<file path="src/rtl/uart_tx_arbiter.sv">
// ---------------------------------------------------------------------------
// uart_tx_arbiter
//
// Purpose:
//   Shares a single TOP_uartTX among N_REQ producers. Each producer raises
//   req[i] with a DATA_W-bit word on its dato_in slice. A round-robin
//   scheduler picks one winner, latches its word onto Dato, pulses start,
//   waits for listo from the transmitter and then pulses ack to the winner.
//
// Optional feature (macro UART_ARB_TIMEOUT_EN):
//   Adds a WAIT-state watchdog. If listo does not arrive within TIMEOUT_CYC
//   cycles, the transaction is dropped: err pulses, gnt clears, no ack.
//   Without the macro err is tied 0 and WAIT waits forever.
//
// Ports:
//   clk      in   system clock, rising edge
//   reset    in   synchronous active-low reset
//   req      in   [N_REQ]         per-requester request level
//   dato_in  in   [N_REQ*DATA_W]  requester i word at [i*DATA_W +: DATA_W]
//   gnt      out  [N_REQ]         one-hot grant, grant cycle through ack cycle
//   ack      out  [N_REQ]         one-hot 1-cycle pulse, word fully sent
//   Dato     out  [DATA_W]        latched word to TOP_uartTX
//   start    out  1-cycle start pulse to TOP_uartTX
//   listo    in   1-cycle done pulse from TOP_uartTX
//   busy     out  high whenever the arbiter is not idle
//   err      out  1-cycle watchdog abort pulse (0 without the macro)
// ---------------------------------------------------------------------------

// Per-requester slice: decodes whether this lane is the round-robin winner
// or the current owner, and gates its word onto the shared OR-bus.
module uart_tx_arb_lane #(
    parameter int DATA_W = 32,
    parameter int IDX_W  = 2,
    parameter int LANE   = 0
) (
    input  logic [IDX_W-1:0]  win_i,
    input  logic [IDX_W-1:0]  cur_i,
    input  logic [DATA_W-1:0] word_i,
    output logic              win_hit_o,
    output logic              cur_hit_o,
    output logic [DATA_W-1:0] word_o
);
    assign win_hit_o = (win_i == IDX_W'(LANE));
    assign cur_hit_o = (cur_i == IDX_W'(LANE));
    assign word_o    = win_hit_o ? word_i : '0;
endmodule

module uart_tx_arbiter #(
    parameter int N_REQ       = 4,
    parameter int DATA_W      = 32,
    parameter int TIMEOUT_CYC = 2000000
) (
    input  logic                    clk,
    input  logic                    reset,
    input  logic [N_REQ-1:0]        req,
    input  logic [N_REQ*DATA_W-1:0] dato_in,
    output logic [N_REQ-1:0]        gnt,
    output logic [N_REQ-1:0]        ack,
    output logic [DATA_W-1:0]       Dato,
    output logic                    start,
    input  logic                    listo,
    output logic                    busy,
    output logic                    err
);
    localparam int IDX_W = $clog2(N_REQ);

    typedef enum logic [1:0] {
        IDLE  = 2'd0,
        START = 2'd1,
        WAIT  = 2'd2,
        DONE  = 2'd3
    } state_e;

    state_e state_q, state_d;

    logic [IDX_W-1:0]  idx_q, idx_d;     // current owner
    logic [IDX_W-1:0]  last_q, last_d;   // last served requester (rr pointer)
    logic [N_REQ-1:0]  gnt_q, gnt_d;
    logic [N_REQ-1:0]  ack_q, ack_d;
    logic [DATA_W-1:0] dato_q, dato_d;
    logic              start_q, start_d;
    logic              busy_q, busy_d;

    logic [IDX_W-1:0]  win;
    logic [IDX_W:0]    cand;
    logic [N_REQ-1:0]  win_oh;
    logic [N_REQ-1:0]  cur_oh;
    logic [DATA_W-1:0] win_word;
    logic [N_REQ-1:0][DATA_W-1:0] lane_word;

    // -----------------------------------------------------------------------
    // Round-robin search. Offsets are scanned from farthest to nearest so the
    // nearest set request after last_q overwrites the others and wins.
    // The one-bit-wider candidate absorbs last+offset before the wrap.
    // -----------------------------------------------------------------------
    always_comb begin
        win  = last_q;
        cand = '0;
        for (int off = N_REQ; off >= 1; off--) begin
            cand = {1'b0, last_q} + (IDX_W+1)'(off);
            if (cand >= (IDX_W+1)'(N_REQ)) begin
                cand = cand - (IDX_W+1)'(N_REQ);
            end
            if (req[cand[IDX_W-1:0]]) begin
                win = cand[IDX_W-1:0];
            end
        end
    end

    // Lane array: winner/owner decode and word select
    for (genvar i = 0; i < N_REQ; i++) begin : g_lane
        uart_tx_arb_lane #(
            .DATA_W (DATA_W),
            .IDX_W  (IDX_W),
            .LANE   (i)
        ) u_lane (
            .win_i     (win),
            .cur_i     (idx_q),
            .word_i    (dato_in[i*DATA_W +: DATA_W]),
            .win_hit_o (win_oh[i]),
            .cur_hit_o (cur_oh[i]),
            .word_o    (lane_word[i])
        );
    end

    always_comb begin
        win_word = '0;
        for (int i = 0; i < N_REQ; i++) begin
            win_word = win_word | lane_word[i];
        end
    end

`ifdef UART_ARB_TIMEOUT_EN
    localparam int CNT_W = (TIMEOUT_CYC > 2) ? $clog2(TIMEOUT_CYC) : 1;
    logic [CNT_W-1:0] cnt_q, cnt_d;
    logic             err_q, err_d;
`else
    // Watchdog limit has no effect in this build.
    logic unused_timeout_cfg;
    assign unused_timeout_cfg = (TIMEOUT_CYC == 0);
`endif

    // -----------------------------------------------------------------------
    // Next-state / output logic
    // -----------------------------------------------------------------------
    always_comb begin
        state_d = state_q;
        idx_d   = idx_q;
        last_d  = last_q;
        gnt_d   = gnt_q;
        ack_d   = '0;
        dato_d  = dato_q;
        start_d = 1'b0;
`ifdef UART_ARB_TIMEOUT_EN
        cnt_d   = cnt_q;
        err_d   = 1'b0;
`endif

        case (state_q)
            IDLE: begin
                // listo is ignored here; only a request moves us on.
                if (|req) begin
                    idx_d   = win;
                    dato_d  = win_word;
                    gnt_d   = win_oh;
                    start_d = 1'b1;
                    state_d = START;
                end
            end
            START: begin
                state_d = WAIT;
`ifdef UART_ARB_TIMEOUT_EN
                cnt_d   = '0;
`endif
            end
            WAIT: begin
                // listo takes priority over a simultaneous watchdog expiry.
                if (listo) begin
                    ack_d   = cur_oh;
                    last_d  = idx_q;
                    state_d = DONE;
                end
`ifdef UART_ARB_TIMEOUT_EN
                else if (cnt_q == CNT_W'(TIMEOUT_CYC - 1)) begin
                    // Abort: the stuck requester still counts as served so
                    // it cannot starve the others.
                    err_d   = 1'b1;
                    gnt_d   = '0;
                    last_d  = idx_q;
                    state_d = IDLE;
                end else begin
                    cnt_d = cnt_q + 1'b1;
                end
`endif
            end
            DONE: begin
                gnt_d   = '0;
                state_d = IDLE;
            end
            default: begin
                state_d = IDLE;
            end
        endcase

        busy_d = (state_d != IDLE);
    end

    // -----------------------------------------------------------------------
    // State registers
    // -----------------------------------------------------------------------
    always_ff @(posedge clk) begin
        if (!reset) begin
            state_q <= IDLE;
            idx_q   <= '0;
            last_q  <= IDX_W'(N_REQ - 1);   // requester 0 wins first
            gnt_q   <= '0;
            ack_q   <= '0;
            dato_q  <= '0;
            start_q <= 1'b0;
            busy_q  <= 1'b0;
        end else begin
            state_q <= state_d;
            idx_q   <= idx_d;
            last_q  <= last_d;
            gnt_q   <= gnt_d;
            ack_q   <= ack_d;
            dato_q  <= dato_d;
            start_q <= start_d;
            busy_q  <= busy_d;
        end
    end

`ifdef UART_ARB_TIMEOUT_EN
    always_ff @(posedge clk) begin
        if (!reset) begin
            cnt_q <= '0;
            err_q <= 1'b0;
        end else begin
            cnt_q <= cnt_d;
            err_q <= err_d;
        end
    end
    assign err = err_q;
`else
    assign err = 1'b0;
`endif

    assign gnt   = gnt_q;
    assign ack   = ack_q;
    assign Dato  = dato_q;
    assign start = start_q;
    assign busy  = busy_q;

endmodule

</file>
<file path="config.mk">
export PLATFORM = sky130hd
export DESIGN_NAME = uart_tx_arbiter
export DESIGN_NICKNAME = d
export VERILOG_FILES = /design/src/rtl/uart_tx_arbiter.sv
export SDC_FILE = /design/constraint.sdc
export NUM_CORES = 1
export LEC_CHECK = 0
export CORE_MARGIN = 2
export CORE_UTILIZATION = 41
export CTS_CLUSTER_DIAMETER = 120
export DETAILED_ROUTE_END_ITERATION = 10
export PLACE_DENSITY = 0.83
export SYNTH_ARGS = -nofsm -noshare
export SYNTH_HDL_FRONTEND = slang
export SYNTH_HIERARCHICAL = 1
export SYNTH_SLANG_ARGS = --single-unit
</file>
<file path="constraint.sdc">
create_clock -name clk -period 2.15 [get_ports clk]
set_input_delay 0.43 -clock clk [delete_from_list [all_inputs] [get_ports clk]]
set_output_delay 0.43 -clock clk [all_outputs]
set_load 0.01 [all_outputs]
</file>
* Word level (Yosys, flattened, before mapping) *
Index checks and enable logic that the tools add are counted.

storage, ports and cells
  input bits = 135
  register bits after elaboration = 48
  output and inout bits = 43
  word-level logic and storage cells = 74

cells by class
  magnitude comparators = 8
  reduce and logical (&&, ||, !) cells = 11
  eq/ne operators = 10
  $add $sub $neg = 8
  bitwise gates (word level) = 3
  multiplexer cells = 26

operators by type and width
  cell                 count
  $mux 32              4
  $or 32x32->32        3
  $mux 2               10
  $eq 2x2->1 const B   6
  $ge 3x3->1 const B   4
  $lt 2x3->1 const B   4
  $bmux 1 s2           4
  $pmux 2 s4           1
  $pmux 4 s2           1
  $reduce_and 2->1     4
  $sub 2x1->2 const B  4
  $add 2x2->3 const B  2
  $eq 2x1->1 const B   3
  $logic_not 2->1      3
  $mux 1               5
  $mux 4               1
  $reduce_bool 2->1    2
  $reduce_or 4->1      1
  $add 2x1->3 const B  1
  $add 2x3->3 const B  1
  $reduce_and 3->1     1
  $ne 2x2->1 const B   1

* Depth between registers and ports, before layout *
  depth in word-level cells = 14
  depth in mapped cells = 10
  gate-level depth less buffers = 8

* Hierarchy *
The synthesis kept the hierarchy.

modules (own cells, without submodules)
  module                                    instances  sequential area each (um2)  area each (um2)  cells each
  uart_tx_arbiter                           1          960.9                       2078.2           216
  uart_tx_arb_lane at g_lane[1].u_lane ...  2          0.0                         322.8            40
  uart_tx_arb_lane at g_lane[0].u_lane      1          0.0                         483.0            42
  uart_tx_arb_lane at g_lane[3].u_lane      1          0.0                         271.5            40

* Least setup slack after synthesis *
OpenSTA, ideal clock, no wires.

  path type = input-to-reg
  from = input port req[3]
  to = register dato_q[11] (netlist: Dato[11])
  path buffers = 1
  arrival = 1.852 ns
  cell stages on the path = 9
  data required time = 2.034 ns
  setup time = 0.116 ns
  setup slack = 0.182 ns
  cells stage by stage = nand2b_1 -> o21ai_0 -> a221oi_1 -> inv_1 -> buf_2 -> and3b_1 -> nor4_1 -> nand2_1 -> o211a_1

RTL lines
  item                  line  RTL
  from (decl)           55    input logic [N_REQ-1:0] req,
  to (signal assigned)  227   dato_q <= dato_d;
  to (decl)             80    logic [DATA_W-1:0] dato_q, dato_d;

==> insert_results.sql <==
INSERT INTO impl_metrics (metric_group, metric, value, unit) VALUES
('synthesis', 'ys_warn_count', '6', ''),
('power', 'leakagePower', '2.79', 'nW'),
('cells_and_area', 'finalNonFillerCells', '663', ''),
('place', 'place_inst', '647', ''),
('route', 'remaining_drc_errors', '0', ''),
('route', 'postRouteWirelength', '10.6', 'mm'),
('timing', 'skew', '0.00859', 'ns'),
('synthesis', 'synthesis.area_per_instance', '9.20', 'sq um'),
('cells_and_area', 'post_route_cells_drive_above_1_share', '22.0', '%'),
('clock_network', 'tritoncts_clock_tree', 'built', ''),
('setup_path', 'setup.worst_path.end_class', 'flip-flop', ''),
('hold_path', 'hold_path_class', 'flip-flop to flip-flop', ''),
('clock_network', 'clockRootBuffer', 'sky130_fd_sc_hd__clkbuf_8', ''),
('setup_path', 'timing.critical_path.required', '2.36', 'ns'),
('clock_network', 'path_clk_slew', '0.10', 'ns'),
('synthesis', 'syn-num-nets', '517', ''),
('synthesis', 'synth.yosys.seq_area_share', '27.6', '%'),
('synthesis', 'netlist.area_leader.share', '27.6', '%'),
('global_routing', 'grt_antenna_before_repair', '0', ''),
('clock_network', 'cts_buffer_depth', '2', ''),
('setup_path', 'critical_path.startpoint', 'req[1]', ''),
('synthesis', 'ys_dominant_reg_cell', 'sky130_fd_sc_hd__dfxtp_1', ''),
('setup_path', 'reg2reg_from', 'last_q[0]$_SDFFE_PN1P_', ''),
('cells_and_area', 'final_util', '70.6', '%'),
('die', 'start_util', '42.3', '%'),
('synthesis', 'post_synthesis_cells', '378', ''),
('cells_and_area', 'antenna_cells_inserted', '0', ''),
('synthesis', 'mappedNetlistArea', '3480', 'sq um'),
('global_routing', 'grt_pass1_vias', '3579', ''),
('synthesis', 'async_reset_ff_share', '0', '%'),
('synthesis', 'post-synth-top-area-cell', 'sky130_fd_sc_hd__dfxtp_1', ''),
('global_routing', 'globalRouteTotalUtil', '22.7', '%'),
('setup_path', 'worst_path_fanout_max', '13', ''),
('synthesis', 'post_synth_main_area_contributors', 'sky130_fd_sc_hd__dfxtp_1 (28%), sky130_fd_sc_hd__and3b_1 (16%), sky130_fd_sc_hd__nor3b_2 (10%)', ''),
('power', 'design_power_total', '4.40', 'mW'),
('global_routing', 'pin_count_of_the_biggest_net_entering_global_routing', '37', ''),
('synthesis', 'ys_seq_elements', '48', ''),
('setup_path', 'r2r_setup_slack', '0.10', 'ns'),
('place', 'dp_hpwl', '7.33', 'mm'),
('timing', 'grt_setup_unrepaired', 'no', ''),
('setup_path', 'worstSetupStartpointType', 'primary input', ''),
('timing', 'max_clock_freq', '483', 'MHz'),
('power', 'irDropWorstVdd', '0.413', 'mV'),
('place', 'gp_congestion', '0.788', ''),
('setup_path', 'worstReg2RegEnd', 'Dato[1]$_SDFFE_PN0P_', ''),
('clock_network', 'cts_hold_repair.buffers', '0', ''),
('die', 'dieWidth', '96.1', 'um'),
('power', 'power_density_over_cell_area', '760', 'nW/um^2'),
('run_status', 'run_status', 'finished clean', ''),
('clock_network', 'cts.sinks', '48', ''),
('die', 'die_y', '96.1', 'um'),
('die', 'rows', '33', ''),
('clock_network', 'clock_insertion_delay_worst_skew', '0.30', 'ns'),
('route', 'drt_iter0_drc', '79', ''),
('setup_path', 'cp-endpoint', 'Dato[1]$_SDFFE_PN0P_', ''),
('route', 'final_antenna_net_count', '0', ''),
('die', 'core-area', '8220', 'sq um'),
('cells_and_area', 'syn_to_final_growth', '66.7', '%'),
('timing', 'post-route-min-period', '2.07', 'ns'),
('global_routing', 'grt_pass1_wl', '16.5', 'mm'),
('clock_network', 'clock_tree.htree_level_count', '2', ''),
('timing', 'setup_viol_count_final', '0', ''),
('job', 'timing.max_cap.violations', '0', ''),
('cells_and_area', 'num-nets-final', '696', ''),
('timing', 'finalCritPeriodShare', '96.4', '%'),
('setup_path', 'cp_data_arrival_time', '2.28', 'ns'),
('place', 'placed_area', '5370', 'sq um'),
('cells_and_area', 'post-route-cell-area', '5800', 'sq um'),
('route', 'drt-vias-per-instance', '5.40', ''),
('clock_network', 'cts-buffers-inserted', '5', ''),
('global_routing', 'grt_remaining_overflow', '0', ''),
('place', 'port-buffer-count', '176', ''),
('synthesis', 'synth-edff-count', '0', ''),
('synthesis', 'ys_types', '33', ''),
('timing', 'drv_slew', '0', ''),
('setup_path', 'rr_worst_depth', '10', ''),
('die', 'die_area', '9240', 'sq um'),
('route', 'via_count', '3580', ''),
('die', 'top_level_ports', '178', ''),
('timing', 'finalHoldViolations', '0', ''),
('setup_path', 'criticalPathCategory', 'primary input to flip-flop', ''),
('route', 'detailedRoute.firstPassIterationCount', '4', ''),
('route', 'wl_per_cell', '16.0', 'um');
[kinds of logic (layout without fill, tap and decap cells)]
family / count (synthesis) / after routing / synth area share (%)
simple gates: 229 / 229 / 48.9
compound gates: 48 / 48 / 12.2
flops: 48 / 48 / 27.6
buf+inv: 46 / 226 / 9.17
fa+ha+maj: 4 / 4 / 1.44
mux: 2 / 2 / 0.576
other cells: 1 / 1 / 0.108
[flip-flops by register name, summed over array words and instances (netlist names)]
| register | flops |
|---|---|
| ack | 4 |
| gnt | 4 |
| state_q | 2 |
| busy | 1 |
| idx_q | 2 |
| Dato | 32 |
| last_q | 2 |
| start | 1 |
[cells in the mapped netlist, types with 2 or more instances]
master                     number
sky130_fd_sc_hd__ha_1           4
sky130_fd_sc_hd__clkbuf_2       3
sky130_fd_sc_hd__nand2b_1       5
sky130_fd_sc_hd__and3b_1       64
sky130_fd_sc_hd__dfxtp_1       48
sky130_fd_sc_hd__nor3b_2       29
sky130_fd_sc_hd__nand2_1       40
sky130_fd_sc_hd__nand3_1        4
sky130_fd_sc_hd__clkbuf_1       7
sky130_fd_sc_hd__mux2i_1        2
sky130_fd_sc_hd__inv_1          4
sky130_fd_sc_hd__a21oi_1        2
sky130_fd_sc_hd__buf_4          2
sky130_fd_sc_hd__o211a_1       32
sky130_fd_sc_hd__buf_6         14
sky130_fd_sc_hd__buf_2         15
sky130_fd_sc_hd__and3_1        14
sky130_fd_sc_hd__nor3b_1        3
sky130_fd_sc_hd__nor2_1         3
sky130_fd_sc_hd__o21ai_0        4
sky130_fd_sc_hd__o22ai_1        4
sky130_fd_sc_hd__nor4_1        32
sky130_fd_sc_hd__and2_1         5
sky130_fd_sc_hd__o21a_1         3
sky130_fd_sc_hd__and3_2        23
sky130_fd_sc_hd__nor2b_1        5
[area by class of cell]
type	count	area [sq um]
multi-input cells	284	2350
fillers	628	2420
well taps	105	131
inverters	4	27.5
clock inverters	3	46.3
repair buffers	214	2210
clock buffers	5	68.8
flip-flops and latches	48	962
[worst min path at each step]
stage,start,endpoint,slack [ns],cells after the start
floorplan,last_q[0]$_SDFFE_PN1P_,last_q[0]$_SDFFE_PN1P_,0.47,2
CTS,gnt[1]$_SDFFE_PN0P_,gnt[1]$_SDFFE_PN0P_,0.49,2
finish,gnt[1]$_SDFFE_PN0P_,gnt[1]$_SDFFE_PN0P_,0.49,2
global route,gnt[3]$_SDFFE_PN0P_,gnt[3]$_SDFFE_PN0P_,0.53,2
detailed placement,gnt[0]$_SDFFE_PN0P_,gnt[0]$_SDFFE_PN0P_,0.48,2
global placement,gnt[3]$_SDFFE_PN0P_,gnt[3]$_SDFFE_PN0P_,0.47,2
[where the power goes]
group / switching, mW / internal (mW)
sequential: 0.141 / 1.13
combinational: 1.06 / 1.39
clock: 0.331 / 0.351
total: 1.54 / 2.87
[critical path, cell delays in order]
cell and delay [ns]:
sky130_fd_sc_hd__dlygate4sd2_1 0.28, sky130_fd_sc_hd__nand2b_1 0.11, sky130_fd_sc_hd__a21oi_1 0.08, sky130_fd_sc_hd__a221oi_2 0.19, sky130_fd_sc_hd__buf_4 0.19, sky130_fd_sc_hd__clkinv_8 0.10, sky130_fd_sc_hd__buf_16 0.16, sky130_fd_sc_hd__and3_2 0.23
sky130_fd_sc_hd__nor4_4 0.30, sky130_fd_sc_hd__nand2_1 0.09, sky130_fd_sc_hd__o211a_1 0.13
[cell usage in the layout (no fill, tap or decap), types with 2 or more instances in the layout]
master / netlist / layout
sky130_fd_sc_hd__o211a_1: 32 / 32
sky130_fd_sc_hd__clkbuf_8: 0 / 5
sky130_fd_sc_hd__nor4_2: 0 / 15
sky130_fd_sc_hd__nor4_4: 0 / 3
sky130_fd_sc_hd__buf_4: 2 / 27
sky130_fd_sc_hd__o22ai_1: 4 / 4
sky130_fd_sc_hd__and3b_1: 64 / 64
sky130_fd_sc_hd__and3_1: 14 / 14
sky130_fd_sc_hd__mux2i_1: 2 / 2
sky130_fd_sc_hd__nand2_1: 40 / 40
sky130_fd_sc_hd__nor2_1: 3 / 3
sky130_fd_sc_hd__nand2b_1: 5 / 5
sky130_fd_sc_hd__a21oi_1: 2 / 2
sky130_fd_sc_hd__nor2b_1: 5 / 5
sky130_fd_sc_hd__and3_2: 23 / 23
sky130_fd_sc_hd__buf_16: 0 / 4
sky130_fd_sc_hd__nor4_1: 32 / 14
sky130_fd_sc_hd__clkdlybuf4s50_1: 0 / 171
sky130_fd_sc_hd__nand3_1: 4 / 4
sky130_fd_sc_hd__inv_1: 4 / 3
sky130_fd_sc_hd__nor3b_2: 29 / 29
sky130_fd_sc_hd__dfxtp_1: 48 / 47
sky130_fd_sc_hd__nor3b_1: 3 / 3
sky130_fd_sc_hd__and2_1: 5 / 5
sky130_fd_sc_hd__o21a_1: 3 / 2
sky130_fd_sc_hd__o21ai_0: 4 / 3
sky130_fd_sc_hd__ha_1: 4 / 4
sky130_fd_sc_hd__buf_12: 0 / 6
sky130_fd_sc_hd__dlygate4sd2_1: 0 / 3
[metrics by stage]
| step | worst slack (ns) | hold WS, ns | setup TNS [ns] |
|---|---|---|---|
| floorplan | 0.182 | 0.469 | 0 |
| global placement | -0.563 | 0.470 | -14.85 |
| detailed placement | -0.672 | 0.480 | -17.74 |
| CTS | 0.0553 | 0.494 | 0 |
| global route | 0.00167 | 0.525 | 0 |
| finish | 0.0777 | 0.490 | 0 |
[repair_timing]
action / in CTS / in global routing
resized for setup: 27 / 11
hold endpoints to repair: 0 / 0
setup buffers: 0 / 4
endpoints found under the setup margin: 32 / 22
pin swaps: 3 / 7
cloned: 3 / 1
[per-layer routing]
layer  wire (um)  track usage, %
met3         935            7.13
met4         308            9.05
met5           0               0
met1        4180            25.4
met2        5220            39.6
Power figures use the tool's default switching activity.
